**config.mk**
```make
export PLATFORM = sky130hd
export DESIGN_NAME = trace_tx_fifo_flat
export DESIGN_NICKNAME = d
export VERILOG_FILES = /design/src/rtl/trace_tx_fifo_if.sv /design/src/rtl/trace_tx_fifo.sv /design/src/flat_wrapper.sv
export SDC_FILE = /design/constraint.sdc
export NUM_CORES = 2
export LEC_CHECK = 0
export BUFFER_PORTS_ARGS = -buffer_cell sky130_fd_sc_hd__buf_4
export CAP_MARGIN = 10
export CELL_PAD_IN_SITES_DETAIL_PLACEMENT = 1
export CELL_PAD_IN_SITES_GLOBAL_PLACEMENT = 1
export CORE_MARGIN = 2
export CORE_UTILIZATION = 30
export CTS_CLUSTER_SIZE = 25
export DETAILED_ROUTE_END_ITERATION = 10
export PLACE_DENSITY = 0.47
export SLEW_MARGIN = 20
export SYNTH_ARGS = -nofsm -noshare
export SYNTH_HDL_FRONTEND = slang
export SYNTH_SLANG_ARGS = --single-unit
```
**constraint.sdc**
```tcl
create_clock -name clkOut -period 4.27 [get_ports clkOut]
set_input_delay 0 -clock clkOut [delete_from_list [all_inputs] [get_ports clkOut]]
set_output_delay 0 -clock clkOut [all_outputs]
set_load 0.05 [all_outputs]
```
**src/rtl/trace_tx_fifo_if.sv**
```systemverilog
// trace_tx_fifo_if: splitter byte strobe plus UART launch handshake.
// master = environment (splitter + UART), slave = the FIFO.
interface trace_tx_fifo_if;
  logic       in_valid;
  logic [7:0] in_data;
  logic       in_ready;
  logic       tx_free;
  logic       transmit;
  logic [7:0] tx_byte;
  modport master(output in_valid, in_data, tx_free, input in_ready, transmit, tx_byte);
  modport slave(input in_valid, in_data, tx_free, output in_ready, transmit, tx_byte);
endinterface

```
**src/rtl/trace_tx_fifo.sv**
```systemverilog
// trace_tx_fifo: byte FIFO from packet splitter to UART with tx_free-paced launches,
// hysteretic cts_stop and sticky overflow; TXFIFO_DROPCNT_EN adds a dropped-byte counter.
module trace_tx_fifo #(
  parameter int DEPTH_LOG2   = 8,
  parameter int HWM          = 192,
  parameter int LWM          = 64,
  parameter int BUSY_TIMEOUT = 4
) (
  input  logic                  clkOut,
  input  logic                  rst,
  trace_tx_fifo_if.slave        bus,
  output logic                  overflow,
  input  logic                  ovf_clr,
  output logic [DEPTH_LOG2:0]   level,
  output logic                  empty,
  output logic                  full,
  output logic                  cts_stop,
  output logic [15:0]           drop_count
);
  localparam int LW = DEPTH_LOG2 + 1;
  localparam logic [DEPTH_LOG2:0] CAP   = LW'(2 ** DEPTH_LOG2);
  localparam logic [DEPTH_LOG2:0] HWM_L = LW'(HWM);
  localparam logic [DEPTH_LOG2:0] LWM_L = LW'(LWM);
  localparam logic [3:0]          BT    = 4'(BUSY_TIMEOUT);
  typedef enum logic [1:0] {IDLE, WAIT_BUSY, WAIT_FREE} state_t;
  state_t                state;
  logic [7:0]            mem [2 ** DEPTH_LOG2];
  logic [DEPTH_LOG2-1:0] wptr, rptr;
  logic [3:0]            timer;
  logic                  push, drop, pop;
  logic [DEPTH_LOG2:0]   level_nxt;
  assign empty        = level == '0;
  assign full         = level == CAP;
  assign bus.in_ready = !full;
  assign push         = bus.in_valid && !full;
  assign drop         = bus.in_valid && full;
  assign pop          = state == IDLE && !empty && bus.tx_free;
  assign level_nxt    = level + LW'(push) - LW'(pop);
  always_ff @(posedge clkOut)
    if (push) mem[wptr] <= bus.in_data;
  // cts_stop follows the next level so it changes in the same cycle level crosses a mark
  always_ff @(posedge clkOut)
    if (rst) begin
      wptr     <= '0;
      level    <= '0;
      overflow <= 1'b0;
      cts_stop <= 1'b0;
    end else begin
      wptr     <= wptr + DEPTH_LOG2'(push);
      level    <= level_nxt;
      overflow <= drop || (overflow && !ovf_clr);
      cts_stop <= level_nxt >= HWM_L ? 1'b1 : level_nxt <= LWM_L ? 1'b0 : cts_stop;
    end
  always_ff @(posedge clkOut)
    if (rst) begin
      state        <= IDLE;
      rptr         <= '0;
      timer        <= '0;
      bus.transmit <= 1'b0;
      bus.tx_byte  <= 8'h00;
    end else begin
      bus.transmit <= 1'b0;
      case (state)
        IDLE:
          if (pop) begin
            bus.tx_byte  <= mem[rptr];
            rptr         <= rptr + 1'b1;
            bus.transmit <= 1'b1;
            timer        <= '0;
            state        <= WAIT_BUSY;
          end
        WAIT_BUSY:
          if (!bus.tx_free) state <= WAIT_FREE;
          else if (timer == BT) state <= IDLE;
          else timer <= timer + 1'b1;
        WAIT_FREE:
          if (bus.tx_free) state <= IDLE;
        default: state <= IDLE;
      endcase
    end
`ifdef TXFIFO_DROPCNT_EN
  always_ff @(posedge clkOut)
    if (rst) drop_count <= '0;
    else drop_count <= drop ? (ovf_clr ? 16'd1 : drop_count == 16'hFFFF ? drop_count : drop_count + 16'd1)
                            : ovf_clr ? 16'd0 : drop_count;
`else
  assign drop_count = 16'h0000;
`endif
endmodule

```
**src/flat_wrapper.sv**
```systemverilog
// flat-port wrapper written by rule: the top's interface ports become plain ports
module trace_tx_fifo_flat 
#(
  parameter int DEPTH_LOG2   = 8,
  parameter int HWM          = 192,
  parameter int LWM          = 64,
  parameter int BUSY_TIMEOUT = 4
)
  (clkOut, rst, overflow, ovf_clr, level, empty, full, cts_stop, drop_count, bus_in_valid, bus_in_data, bus_tx_free, bus_in_ready, bus_transmit, bus_tx_byte);
  trace_tx_fifo_if bus_i ();
  input  logic clkOut;
  input  logic rst;
  output logic overflow;
  input  logic ovf_clr;
  output logic [DEPTH_LOG2:0] level;
  output logic empty;
  output logic full;
  output logic cts_stop;
  output logic [15:0] drop_count;
  input wire logic [$bits(bus_i.in_valid)-1:0] bus_in_valid;
  input wire logic [$bits(bus_i.in_data)-1:0] bus_in_data;
  input wire logic [$bits(bus_i.tx_free)-1:0] bus_tx_free;
  output wire logic [$bits(bus_i.in_ready)-1:0] bus_in_ready;
  output wire logic [$bits(bus_i.transmit)-1:0] bus_transmit;
  output wire logic [$bits(bus_i.tx_byte)-1:0] bus_tx_byte;
  assign bus_i.in_valid = bus_in_valid;
  assign bus_i.in_data = bus_in_data;
  assign bus_i.tx_free = bus_tx_free;
  assign bus_in_ready = bus_i.in_ready;
  assign bus_transmit = bus_i.transmit;
  assign bus_tx_byte = bus_i.tx_byte;
  trace_tx_fifo #(.DEPTH_LOG2(DEPTH_LOG2), .HWM(HWM), .LWM(LWM), .BUSY_TIMEOUT(BUSY_TIMEOUT)) u_core (.clkOut(clkOut), .rst(rst), .bus(bus_i), .overflow(overflow), .ovf_clr(ovf_clr), .level(level), .empty(empty), .full(full), .cts_stop(cts_stop), .drop_count(drop_count));
endmodule
```
==> results.md <==
* Status: finished clean
* CP top delay family: compound AO/OA/AOI/OAI gates
* Design Area, Final at 96000 um^2
* Yosys top cell area share at 0.754
* Count of flip-flops with a built-in enable after synthesis at 2048
* Clock root cell: clkbuf_16
* Busiest grt layer: met2
* Initial antenna violation count at 12
* Sequential fraction of the synthesis area at 0.765
* Post-CTS resize count at 0
* Drt wl/cell at 32.1 um
* H-tree Lvls at 4
* Stages on worst setup path at 8
* Clock Tree Buf Depth at 4
* Post-synthesis register bit count at around 2100
* Initial Util at 0.301
* Worst Setup Start Kind: flip-flop
* CP endpoint kind: flip-flop
* Min cycle time layout at 4.02 ns
* Area grow syn2layout at 17.7%
* Wire length of the first global-routing pass at 365 mm
* I/O pins at 52
* CTS sink cnt at between 2000 and 2500
* DRC at 0
* Leakage at approximately 0.030 uW
* Post-synth cell types at 70
* Final WL at 261 mm
* Critical Path Max Stage Delay at 0.84 ns
* Nets at 4410
* Crit-path cells: buf_12 -> buf_4 -> mux4_2 -> mux4_2 -> a2111oi_0 -> buf_4 -> o21a_1 -> o41ai_1
* Synth area leader: edfxtp_1
* FMAX at 249 MHz
* Die W at 525 um
* CP max-delay cell: dfxtp_4
* Placed instance area at 88500 um^2
* Max Cap Viol at 0
* Iteration-0 DRC Markers at 4011
* GPL Wtd Cong at 0.811
* Max rail drop VDD at 319 uV
* Vias in the first global route at 43500
* Largest net degree at the start of global routing at 153
* Ys Warns at 0
* Antenna-violating nets left at 0
* Worst Clk Skew at between 0.05 and 0.06 ns
* IO Port Bufs at 35
* Clk Latency, worst-skew pair at roughly 0.9 ns
* Top-count cell post-synth: edfxtp_1
* Die ar. at 276000 um^2
* Top cells by area, synth: edfxtp_1, mux4_2, mux2i_1
* Drt via density at 5.10
* FP Rows at 191
* Main synth FF type: edfxtp_1
* Global routing usage on met3 at 0.0267
* Asr flop ratio synth at 0
* Synthesized instance count at 3936
* Final Slew Violations at 0
* Final HPWL DP at 164 mm
* Critical path type: reg -> reg
* Overflow after GRT at 0
* Total GRT Usage at 0.187
* Core area at 271000 um^2
* Die Y at ~530 um
* Worst Path Max Fanout at 20
* Worst relative slew slack at 0.159
* Met1 Use GR at 0.269
* Final worst-path cycle share at 0.942
* M2 GR Usage at 0.299
* Layout cells sized above 1 at 0.279
* Worst Path Arrival at about 4.8 ns
* CP required at 5.02 ns
* Total number of vias at 41400
* Mapped cell area at 81500 um^2
* Total iterations of the first detailed-routing run at 5
* Setup TNS Final at 0 ns
* Synth top cells by count: edfxtp_1, mux4_2, nor2_1, mux2i_1, nand2_1
* Hold Path Depth at 3
* Post-Syn Area per Cell at slightly above 20 um^2
* Final setup vio count at 0
* R2r worst-path depth at 8
* TritonCTS clock tree: done
* Unrepaired setup endpoints after global routing: no
* Num CTS Buffers at 236
* Worst hold path type: in -> reg
* Power Density at slightly above 500 nW/um^2
* Slew @ Worst Pin at 1.26 ns
* Clock-pin slew on the worst setup and hold paths at ~0.06 ns
* WP buf/inv at 3
* Final Hold Vio Count at 0
-- what timing repair did --
item                                    in CTS  in global routing
endpoints found under the setup margin       0                  0
setup buffers                                0                  0
hold buffers                                16                  0
endpoints found under the hold margin     1030                  0
-- logic make-up after synthesis --
group | synth area share
adder cells (fa/ha/maj) | 0.00285
flip-flops | 0.765
buffers and inverters | 0.0179
AND/OR/NAND/NOR | 0.0277
other | 0.0000460
XOR/XNOR | 0.00247
multiplexers | 0.158
AO/OA/AOI/OAI | 0.0269
-- area by class of cell --
type	instances	area, um^2
Antenna cell	5	12.5
Clock inverter	121	1080
Fill cell	26500	175000
Clock buffer	296	6170
Inverter	26	105
Tap cell	3570	4470
Sequential cell	2090	62400
Timing Repair Buffer	436	3890
Multi-Input combinational cell	1589	17900
-- placed cells by master (no fill, tap or decap), types with 23 or more instances in the layout --
cell,count
a211oi_1,23
a21oi_1,72
a221oi_1,28
a22oi_1,23
buf_12,41
buf_4,371
clkbuf_1,57
clkbuf_16,237
clkinv_1,44
clkinv_2,43
dfxtp_1,33
edfxtp_1,2048
inv_1,23
mux2i_1,171
mux4_2,493
nand2_1,112
nor2_1,315
o21ai_0,41
o22ai_1,34
-- layer usage --
layer  vias up  share of wire
met5         -              0
met2      1079           0.47
li1      17100              -
met3       310          0.046
met1     22900           0.46
met4         0          0.024
-- report_power, final --
part           switching, uW  total, uW  leakage [uW]  internal (uW)
logic                   3820       6720       0.00755           2900
clock network           8330      19400       0.00354          11100
registers                201      22800        0.0188          22600
-- registers in the layout, summed over array words and instances (netlist names), 2 cells and up --
register and flops:
u_core.timer 4, u_core.bus.tx_byte 8, u_core.level 9, u_core.state 2
u_core.mem 2048, u_core.wptr 8, u_core.rptr 8
-- through the flow --
| step | hold WS (ns) | util | instances | power [uW] | worst slack (ns) |
|---|---|---|---|---|---|
| floorplan | 0.0774 | - | 3951 | 27500 | 0.0671 |
| global placement | 0.188 | 0.327 | 7695 | 30100 | 0.195 |
| detailed placement | 0.189 | 0.327 | 7695 | 30100 | 0.266 |
| CTS | 0.00889 | 0.355 | 8128 | 49600 | 0.194 |
| global route | 0.0738 | 0.355 | 8131 | 50600 | 0.0807 |
| finish | 0.0714 | 0.355 | 8133 | 49000 | 0.248 |
-- worst paths after layout --
kind | start | to | slack [ns]
worst max-delay path | u_core.rptr[0] | u_core.bus.tx_byte[1] | 0.25
worst min-delay path | rst | u_core.level[2] | 0.07
worst max register to register | u_core.rptr[0] | u_core.bus.tx_byte[1] | 0.25
worst min register to register | u_core.timer[3] | u_core.timer[3] | 0.52
-- tightest hold or removal path: stages --
cell and delay [ns]:
dlygate4sd3_1 0.54, buf_4 0.26, nor2_1 0.13
No activity file was read; power rests on OpenSTA's default activity.
